### src/rtl/matmul_pkg.sv
// Shared definitions for the matmul sequencer and its datapath: FSM states and
// the lane/pipeline geometry the ROMs and multipliers are built around.
package matmul_pkg;

    localparam int LANES    = 16;
    localparam int PIPE_LAT = 2;

    typedef enum logic [1:0] {
        IDLE,
        RUN,
        DRAIN,
        DONE
    } state_t;

endpackage

### src/rtl/counter.sv
// Generic up-counter with synchronous clear; clear takes priority over enable.
module counter #(
    parameter int WIDTH = 8
) (
    input  logic             clock,
    input  logic             reset_l,
    input  logic             clear,
    input  logic             en,
    output logic [WIDTH-1:0] count
);

    // NOTE: sequential state is written with <= so every flop samples pre-edge values.
    always_ff @(posedge clock or negedge reset_l) begin
        if (!reset_l) begin
            count <= '0;
        end else if (clear) begin
            count <= '0;
        end else if (en) begin
            count <= count + 1'b1;
        end
    end

endmodule

### src/rtl/valid_pipe.sv
// Fixed-depth valid shift register matching the ROM + operand-register latency,
// with a synchronous flush that drops every beat still in flight.
module valid_pipe #(
    parameter int DEPTH = matmul_pkg::PIPE_LAT
) (
    input  logic clock,
    input  logic reset_l,
    input  logic flush,
    input  logic valid,
    output logic delayed
);

    logic [DEPTH-1:0] stage;

    // NOTE: every stage is reset, because a stale valid here would fire acc_en after reset.
    always_ff @(posedge clock or negedge reset_l) begin
        if (!reset_l) begin
            stage <= '0;
        end else if (flush) begin
            stage <= '0;
        end else begin
            stage[0] <= valid;
            for (int i = 1; i < DEPTH; i++) begin
                stage[i] <= stage[i-1];
            end
        end
    end

    assign delayed = stage[DEPTH-1];

endmodule

### src/rtl/matmul_sequencer.sv
// Dot-product run sequencer: issues NUM_BEATS A/B ROM beat addresses, then drains
// the product pipeline and reports completion with a saturating cycle count.
module matmul_sequencer
    import matmul_pkg::state_t, matmul_pkg::IDLE, matmul_pkg::RUN,
           matmul_pkg::DRAIN, matmul_pkg::DONE;
#(
    parameter int LANES     = matmul_pkg::LANES,
    parameter int NUM_BEATS = 256,
    parameter int B_BEATS   = 4,
    parameter int PIPE_LAT  = matmul_pkg::PIPE_LAT
) (
    input  logic        clock,
    input  logic        reset_l,
    input  logic        start,
    input  logic        abort,
    output logic [12:0] romA_addr,
    output logic [5:0]  romB_addr,
    output logic        issue,
    output logic        acc_clear,
    output logic        acc_en,
    output logic        busy,
    output logic        done,
    output logic [15:0] cycle_count
);

    localparam int BEAT_W  = (NUM_BEATS > 1) ? $clog2(NUM_BEATS) : 1;
    localparam int DRAIN_W = (PIPE_LAT > 1) ? $clog2(PIPE_LAT) : 1;

    state_t              state;
    state_t              state_next;
    logic [BEAT_W-1:0]   beat;
    logic [DRAIN_W-1:0]  drain_idx;
    logic                draining;
    logic                accept;
    logic                flush;

    assign draining = (state == DRAIN);
    assign accept   = start && (state == IDLE || state == DONE);
    assign flush    = abort && busy;

    // Beat and drain indices are held at zero outside their own state.
    counter #(.WIDTH(BEAT_W)) u_beat (
        .clock   (clock),
        .reset_l (reset_l),
        .clear   (!issue),
        .en      (issue),
        .count   (beat)
    );

    counter #(.WIDTH(DRAIN_W)) u_drain (
        .clock   (clock),
        .reset_l (reset_l),
        .clear   (!draining),
        .en      (draining),
        .count   (drain_idx)
    );

    valid_pipe #(.DEPTH(PIPE_LAT)) u_valid_pipe (
        .clock   (clock),
        .reset_l (reset_l),
        .flush   (flush),
        .valid   (issue),
        .delayed (acc_en)
    );

    always_ff @(posedge clock or negedge reset_l) begin
        if (!reset_l) begin
            state <= IDLE;
        end else begin
            state <= state_next;
        end
    end

    // NOTE: every output of this block gets a default first, so no path can infer a latch.
    always_comb begin
        state_next = state;
        issue      = 1'b0;
        acc_clear  = 1'b0;
        busy       = 1'b0;
        done       = 1'b0;
        case (state)
            IDLE: begin
                if (start) state_next = RUN;
            end
            RUN: begin
                issue     = 1'b1;
                busy      = 1'b1;
                acc_clear = (beat == '0);
                if (abort) begin
                    state_next = IDLE;
                end else if (beat == BEAT_W'(NUM_BEATS - 1)) begin
                    state_next = DRAIN;
                end
            end
            DRAIN: begin
                busy = 1'b1;
                if (abort) begin
                    state_next = IDLE;
                end else if (drain_idx == DRAIN_W'(PIPE_LAT - 1)) begin
                    state_next = DONE;
                end
            end
            DONE: begin
                done = 1'b1;
                if (start) state_next = RUN;
            end
            default: state_next = IDLE;
        endcase
    end

    // Addresses wrap silently at the port width; they read zero whenever no beat is issued.
    assign romA_addr = issue ? 13'(32'(beat) * 32'(LANES)) : '0;
    assign romB_addr = issue ? 6'((32'(beat) % 32'(B_BEATS)) * 32'(LANES)) : '0;

    always_ff @(posedge clock or negedge reset_l) begin
        if (!reset_l) begin
            cycle_count <= '0;
        end else if (accept) begin
            cycle_count <= '0;
        end else if (busy && cycle_count != 16'hFFFF) begin
            cycle_count <= cycle_count + 16'd1;
        end
    end

endmodule
### config.mk
export PLATFORM = sky130hd
export DESIGN_NAME = matmul_sequencer
export DESIGN_NICKNAME = d
export VERILOG_FILES = /design/src/rtl/matmul_pkg.sv /design/src/rtl/counter.sv /design/src/rtl/valid_pipe.sv /design/src/rtl/matmul_sequencer.sv
export SDC_FILE = /design/constraint.sdc
export NUM_CORES = 1
export LEC_CHECK = 0
export BUFFER_PORTS_ARGS = -buffer_cell sky130_fd_sc_hd__buf_4
export CAP_MARGIN = 10
export CORE_MARGIN = 2
export CORE_UTILIZATION = 30
export DETAILED_ROUTE_END_ITERATION = 8
export PLACE_DENSITY = 0.54
export SETUP_SLACK_MARGIN = 0.2
export SLEW_MARGIN = 40
export SYNTH_ARGS = -nofsm -noshare
export SYNTH_HDL_FRONTEND = slang
export SYNTH_HIERARCHICAL = 1
export SYNTH_SLANG_ARGS = --single-unit
### constraint.sdc
create_clock -name clock -period 2.7 [get_ports clock]
set_clock_uncertainty 0.1 [all_clocks]
set_input_delay 0.81 -clock clock [delete_from_list [all_inputs] [get_ports clock]]
set_output_delay 0.81 -clock clock [all_outputs]
set_load 0.02 [all_outputs]
After elaboration in Yosys (flattened, before gate mapping)

Index checks and enable logic that the tools add are counted.
W data, S select, Z words.

Add/subtract/negate cells: 3
Multipliers: 0
Div/mod/pow operators: 0
Magnitude comparators: 0
Equal/unequal tests: 8
Shifts and indexed selects: 0
Mux-type cells: 17
Bitwise logic cells: 0
Reductions and logical operators: 10

Operator list:

| cell                    | number |
|---|---|
| $mux W16                | 2 |
| $add A16 B1 Y16 const B | 1 |
| $ne A16 B16 Y1 const B  | 1 |
| $mux W12                | 1 |
| $mux W2                 | 6 |
| $add A8 B1 Y8 const B   | 1 |
| $eq A8 B8 Y1 const B    | 1 |
| $logic_not A8 Y1        | 1 |
| $mux W8                 | 1 |
| $mux W6                 | 1 |
| $pmux W2 S3             | 1 |
| $mux W1                 | 5 |
| $eq A2 B2 Y1 const B    | 2 |
| $reduce_or A2 Y1        | 2 |
| $logic_and A1 B1 Y1     | 3 |
| $ne A3 B2 Y1 const B    | 1 |
| $ne A3 B3 Y1 const B    | 1 |
| $reduce_and A3 Y1       | 1 |
| $eq A2 B1 Y1 const B    | 1 |
| $logic_not A2 Y1        | 1 |
| $ne A2 B1 Y1 const B    | 1 |
| $reduce_bool A2 Y1      | 1 |
| $add A1 B1 Y1 const B   | 1 |
| $logic_or A1 B1 Y1      | 1 |

Register bits after elaboration: 29
Bits in latches: 0
RAM bits: 0
Bits in read-only memories: 0
Input port bits: 4
Output and inout bits: 40
Word-level logic and storage cells: 43
Memories: 0

Logic depth before layout (Yosys ltp)

Gate-level depths: netlist (run 1).

Depth after elaboration: 6
Mapped depth: 7
Depth with buffers taken out: 6

Hierarchy

Netlist (run 1), hierarchy kept.

By module, submodules not included:

| module             | times used | cells each | area each (µm²) | sequential area each (µm²) |
|---|---|---|---|---|
| matmul_sequencer   | 1          | 142        | 1,295.0         | 450.4 |
| counter at u_beat  | 1          | 37         | 396.6           | 200.2 |
| valid_pipe         | 1          | 4          | 62.6            | 50.0 |
| counter at u_drain | 1          | 3          | 37.5            | 25.0 |

Least setup slack after synthesis (run 1)

OpenSTA, ideal clock, no wires.

Kind: flip-flop to output port
Start: reg state[1]
End: out acc_clear
Arrival: 1,685 ps
Data required time: 1,790 ps
Setup slack: 105 ps
Stages on the path, launching flop included: 5
Path buffers: 0
Cell sequence: dfrtp_1 > inv_1 > ha_1 > inv_1 > nor4_1

Longest elaborated chain between the ends: 2

Ends and longest elaborated chain:

| element                  | RTL line               | source |
|---|---|---|
| start: declaration       | matmul_sequencer.sv:29 | `state_t state;` |
| start signal: assignment | matmul_sequencer.sv:70 | `state <= state_next;` |
| $eq A2 B1 Y1             | matmul_sequencer.sv:81 | `case (state)` |
| $mux W1                  | matmul_sequencer.sv:81 |  |
| end: declaration         | matmul_sequencer.sv:19 | `output logic acc_clear,` |

Every way passes these cells.

Final worst setup path (run 1)

Start: reg state[1]
End: out romA_addr[5]

Longest elaborated chain between the ends: 3

Ends and longest elaborated chain:

| element          | RTL line                | source |
|---|---|---|
| $eq A2 B1 Y1     | matmul_sequencer.sv:81  |  |
| $mux W1          | matmul_sequencer.sv:81  |  |
| $mux W12         | matmul_sequencer.sv:112 | `assign romA_addr = issue ? 13'(32'(beat) * 32'(LANES)) : '0;` |
| end: declaration | matmul_sequencer.sv:16  | `output logic [12:0] romA_addr,` |

Every way passes these cells.

==> results of run 1 <==
power groups by stage:
stage          clock network (mW)  registers (mW)  logic, mW
3_5_place_dp                    0           0.578      0.709
2_1_floorplan                   0           0.597      0.470
4_1_cts                     0.366           0.570      0.711
3_3_place_gp                    0           0.579      0.711
5_1_grt                     0.384           0.580      0.780
6_report                    0.346           0.570      0.708
synth_stat cells (3+ instances only):
cell type / count
inv_1: 7
nand2_1: 16
nand3_1: 7
and2_1: 8
nor4_1: 3
or3_1: 3
buf_4: 13
nor2_1: 11
o21ai_0: 8
a31oi_1: 6
dfrtp_1: 29
nor2b_1: 7
nand4_1: 11
ha_1: 6
mux2i_1: 7
a21oi_1: 6
xor2_1: 3
area by class of cell:
cell class,count,area (µm²)
fill,610,3681
multi-input combinational,142,965.9
sequential,29,725.7
timing repair buffer,37,277.8
tap,75,93.84
clock buffer,8,80.08
inverter,7,26.28
worst reg2reg max path, delay by kind of cell (launching register included):
kind | cells | cell delay, ns
buffers and inverters | 2 | 0.25
adders and majority gates | 1 | 0.34
DFF | 1 | 0.42
and+or+nand+nor | 4 | 0.89
state kept, by name (all words and copies together), names as in the netlist:
register / cells
u_drain/count: 1
cycle_count: 16
u_valid_pipe/stage: 2
u_beat/count: 8
state: 2
kinds of logic (layout without fill, tap and decap cells):
logic type / count (synthesis) / in the layout / share of synthesized area
compound gates: 33 / 33 / 0.1348
xor+xnor: 5 / 5 / 0.02445
fa+ha+maj: 6 / 6 / 0.04190
buf+inv: 23 / 52 / 0.07961
flops: 29 / 29 / 0.4050
mux: 8 / 8 / 0.04539
other cells: 1 / 9 / 0.002093
simple gates: 81 / 81 / 0.2668
per-stage QoR:
| step | utilization | cell area (µm²) | setup slack (ns) | hold slack [ns] | power [mW] |
|---|---|---|---|---|---|
| finish | 0.3708 | 2170 | 0.3109 | 0.3414 | 1.624 |
| global route | 0.3708 | 2170 | 0.2029 | 0.3625 | 1.745 |
| CTS | 0.3698 | 2163 | 0.2880 | 0.3572 | 1.647 |
| detailed placement | 0.3561 | 2083 | 0.6055 | 0.3609 | 1.287 |
| global placement | 0.3561 | 2083 | 0.6026 | 0.3431 | 1.289 |
| floorplan | - | 1828 | 0.2987 | 0.3385 | 1.067 |
per-layer routing:
metal / up-vias / track usage / routed length, µm
met5: - / 0 / 0
met4: 0 / 0.06102 / 82
met3: 7 / 0.03333 / 183
met2: 38 / 0.1918 / 1852
met1: 690 / 0.1691 / 1803
li1: 729 / - / -
timing repair:
| action | in CTS | in global routing |
|---|---|---|
| hold buffers | 0 | 0 |
| setup endpoints to repair | 0 | 1 |
| gates resized for setup | 0 | 1 |
worst max path at each step:
stage                          from      endpoint  slack, ns
2_1_floorplan  state[1]$_DFFE_PN0P_     acc_clear       0.30
3_3_place_gp   state[1]$_DFFE_PN0P_  romB_addr[5]       0.60
3_5_place_dp   state[1]$_DFFE_PN0P_  romA_addr[5]       0.61
4_1_cts        state[1]$_DFFE_PN0P_  romA_addr[5]       0.29
5_1_grt        state[1]$_DFFE_PN0P_  romA_addr[4]       0.20
6_report       state[1]$_DFFE_PN0P_  romA_addr[5]       0.31
==> run_results.csv, run 1 <==
group,metric,value,unit
place,gp_congestion,0.7778,
place,dpl.cell_count,290,
critical_path,required,1.79,ns
yosys,synth_area_leaders,"dfrtp_1, buf_4, ha_1, mux2i_1, nand4_1",
yosys,synth.largest_area_cell,"dfrtp_1",
routing,wl_per_cell,13.16,µm
place,place_hpwl,2870,µm
final_layout,final_cells,298,
clock_network,h-tree-depth,2,
clock_network,ctsLongestPathBuffers,2,
yosys,syn-cell-area,1792,µm²
timing,max_freq,418.6,MHz
critical_path,r2r-end,"cycle_count[14]$_DFFE_PN0P_",
worst_hold_path,min_path_type,"primary input to asynchronous set/reset pin",
clock_network,clock-sinks,29,
timing,final-setup-viol-count,0,
clock_network,numCtsBuffers,5,
critical_path,rr_startpoint,"state[0]$_DFFE_PN0P_",
yosys,synth_warnings,6,
die,rows,28,
routing,drc,0,
final_layout,drive_above_1_share,0.2466,
power,ir_worst_vdd,0.0003583,V
clock_network,clk_latency,0.28,ns
global_route,grt_first_pass_wirelength,6472,µm
clock_network,cts_setup_buffers,0,
critical_path,path_common_cell,"buf_4",
die,start_util,0.3062,
timing,setup_tns,0,ns
power,internal-power,963.1,µW
status,status,"completed",
power,p_leak,1.009,nW
global_route,antenna_found_initial,0,
yosys,synth-edff-count,0,
critical_path,crit_type,"flop to primary output",
die,die_w,81.28,µm
routing,dr.pass1.iters,4,
die,core,5851,µm²
clock_network,cts.clk_slew.worst_paths,0.06,ns
final_layout,mostFrequentLayoutCell,"buf_4",
clock_network,cts_tree,"built",
place,portBuffers,34,
final_layout,nNetsFinal,232,
global_route,grt_max_degree,30,
critical_path,cp_max_fo,17,
yosys,ys_seq_area_frac,0.4050,
timing,min_period_over_period,0.8848,
power,p_clk_frac,0.213,
yosys,ys_async_sr_fraction,1.000,
critical_path,cp.arrival,1.48,ns
critical_path,cp-start-kind,"flop",
yosys,synth_cell_types,46,
routing,ant_nets,0,
timing,rsz0062_at_grt,"false",
power,p_per_area,748.6,nW/µm²
global_route,grt_overflow,0,
power,combPwrFrac,0.436,
yosys,syn_area_per_cell,9.633,µm²
final_layout,final_cell_mix,"buf_4, dfrtp_1, nand2_1, nor2_1, nand4_1",
routing,via_count,1464,
critical_path,endpoint_kind,"primary output",
power,sw_frac_of_total,0.4071,
yosys,synth_ff_type,"dfrtp_1",
global_route,grtUsageTotal,0.1275,
job,cap_violations,0,
final_layout,area_growth,21.09,%
critical_path,cp_cell_sequence,"inv_1 -> ha_1 -> buf_4 -> and2_1 -> buf_4",
timing,hold_viol_final,0,
routing,routed_via_density,4.913,
timing,final-max-slew-violation-count,0,
critical_path,cp_top_family,"buffers and inverters",
critical_path,cpPeakStageDelay,0.41,ns
final_layout,diodes,0,
yosys,ys_ff_latch,29,
global_route,grt_pass1_vias,1321,
die,ioPinCount,44,
critical_path,critical-path-slowest-cell,"dfrtp_1",
critical_path,crit_buf_inv,3,
timing,period_needed,2.389,ns
power,p_seq_frac,0.351,
clock_network,clockRootBuffer,"clkbuf_8",
critical_path,worst_r2r_path_depth,7,
routing,drtIter0Drc,55,
power,switching_power,661.1,µW
yosys,synth_top_area_share,0.4050,
die,die_h,81.28,µm
critical_path,cp.depth,5,
routing,wl,3923,µm
die,dieArea,6606,µm²
critical_path,r2r_slack,0.59,ns
yosys,syn_inst,186,
Note: power is estimated with default switching activity, not from simulation.
==> inputs of run 2 (changes only) <==
--- a/config.mk
+++ b/config.mk
@@ -10,6 +10,7 @@
 export CORE_MARGIN = 2
 export CORE_UTILIZATION = 30
 export DETAILED_ROUTE_END_ITERATION = 8
+export HOLD_SLACK_MARGIN = 0.1
 export PLACE_DENSITY = 0.54
 export SETUP_SLACK_MARGIN = 0.2
 export SLEW_MARGIN = 40
==> constraint.sdc (replaced) <==
create_clock -name clock -period 2.7 [get_ports clock]
set_clock_uncertainty 0.1 [all_clocks]
set_input_delay 0.54 -clock clock [delete_from_list [all_inputs] [get_ports clock]]
set_output_delay 0.54 -clock clock [all_outputs]
set_load 0.02 [all_outputs]
==> run 2 against run 1 <==
Against the previous run:
- register-to-register slack is essentially flat
- clock power grew 5%
- cell count shrank 0.34%
- clock-buffer cell count shrank 1
- wire length shrank 3.4%
- fmax grew 4.2%
- critical endpoint is now acc_clear
==> run_results.csv, run 2 (same netlist as run 1, synthesis figures left out) <==
group,metric,value,unit
global_route,grt_max_degree,30,
routing,drtIter0Drc,81,
place,dpl.cell_count,289,
final_layout,mostFrequentLayoutCell,"buf_4",
global_route,grt_pass1_vias,1300,
power,p_leak,1.011,nW
routing,via_count,1447,
clock_network,clock-sinks,29,
clock_network,cts_tree,"built",
clock_network,clk_latency,0.28,ns
final_layout,largest_reg_flops,16,
die,die_w,81.28,µm
clock_network,numCtsBuffers,5,
place,place_worst_setup_slack,0.5987,ns
timing,rsz0062_at_grt,"false",
status,status,"completed",
critical_path,required,2.06,ns
routing,met3_length,121,µm
clock_network,cts-hold-fix-buffers,1,
critical_path,cp-start-kind,"flop",
timing,max_freq,436.1,MHz
routing,wl,3789,µm
critical_path,cp_cell_sequence,"inv_1 -> ha_1 -> inv_1 -> buf_4 -> nor4_1 -> buf_4",
final_layout,final_cells,297,
routing,top_layer,"met4",
critical_path,cp_max_fo,10,
die,die_h,81.28,µm
timing,final-setup-viol-count,0,
global_route,grt_overflow,0,
final_layout,reg.largest.list,"cycle_count: 16 flops, u_beat/count: 8 flops",
critical_path,endpoint_kind,"primary output",
power,p_total,1.608,mW
critical_path,cpPeakStageDelay,0.42,ns
timing,holdWs,0.3704,ns
clock_network,cts_setup_buffers,0,
die,dieArea,6606,µm²
routing,route.met2.wl,1809,µm
die,core,5851,µm²
routing,dr.pass1.iters,4,
global_route,grt_first_pass_wirelength,6147,µm
die,ioPinCount,44,
power,ir_worst_vdd,0.0003072,V
place,dpl_cell_area,2069,µm²
final_layout,area_growth,20.88,%
clock_network,cts.clk_slew.worst_paths,0.06,ns
routing,ant_nets,0,
routing,wl_per_cell,12.76,µm
clock_network,postCtsResizedCells,0,
clock_network,h-tree-depth,2,
final_layout,final_cell_mix,"buf_4, dfrtp_1, nand2_1, nor2_1, nand4_1",
clock_network,clockRootBuffer,"clkbuf_8",
timing,final-max-slew-violation-count,0,
final_layout,nNetsFinal,232,
critical_path,cp.arrival,1.65,ns
critical_path,crit_type,"flop to primary output",
final_layout,fill_cells,599,
clock_network,ctsLongestPathBuffers,2,
critical_path,critical-path-slowest-cell,"dfrtp_1",
job,cap_violations,0,
final_layout,design_area,2166,µm²
routing,drc,0,
timing,hold_viol_final,0,
die,rows,28,
global_route,grtUsageTotal,0.1215,
final_layout,max_flop_register,"cycle_count",
critical_path,cp_top_family,"buffers and inverters",
critical_path,crit_buf_inv,4,
timing,period_needed,2.293,ns
global_route,antenna_found_initial,0,
final_layout,diodes,0,
place,gp_congestion,0.8170,
power,p_per_area,742.2,nW/µm²
routing,routed_via_density,4.872,
place,place_hpwl,2753,µm
routing,wl_met1,1792,µm
timing,min_period_over_period,0.8493,
worst_hold_path,min_path_type,"flop to flop",
die,start_util,0.3062,
timing,setup_tns,0,ns
final_layout,drive_above_1_share,0.2387,
final_layout,fin_util,0.3702,
timing,finalWorstSetupSlack,0.4069,ns
place,portBuffers,34,
## run 2: routing by layer
layer  vias to the layer above  track usage
met4                         0      0.05085
met1                       687       0.1639
li1                        726            -
met2                        27       0.1844
met5                         -            0
met3                         7      0.03000
## run 2: path summary, 6_finish.rpt
| kind | endpoint | cells past startpoint | slack, ns | from |
|---|---|---|---|---|
| min in group asynchronous | cycle_count[7]$_DFFE_PN0P_ | 2 | 0.62 | reset_l |
| min reg2reg | u_valid_pipe/stage[1]$_DFF_PN0_ | 1 | 0.37 | u_valid_pipe/stage[0]$_DFF_PN0_ |
| max in group asynchronous | u_beat/count[6]$_DFFE_PN0P_ | 2 | 1.60 | reset_l |
| max | acc_clear | 6 | 0.41 | state[1]$_DFFE_PN0P_ |
| max reg2reg | cycle_count[14]$_DFFE_PN0P_ | 6 | 0.60 | state[0]$_DFFE_PN0P_ |
| min | u_valid_pipe/stage[1]$_DFF_PN0_ | 1 | 0.37 | u_valid_pipe/stage[0]$_DFF_PN0_ |
## run 2: layout make-up
cell class              count  area, µm²  share of cell area
inverters                   7      26.28             0.01213
well taps                  75      93.84             0.04333
clock buffers               7      86.33             0.03986
flip-flops and latches     29      725.7              0.3351
multi-input cells         142      953.4              0.4402
repair buffers             37      280.3              0.1294
## run 2: report_power, final
part	leakage, nW	switching, mW	internal, mW
Sequential	0.397	0.0746	0.497
Combinational	0.570	0.408	0.266
Clock	0.0443	0.161	0.202
Total	1.01	0.643	0.964
## run 2: worst reg2reg max path: stages, from the launching register on
cell and delay, ns:
dfrtp_1 0.43, inv_1 0.06, ha_1 0.44, nand4b_1 0.32
nor3_2 0.32, nand4_1 0.13, and3_1 0.20
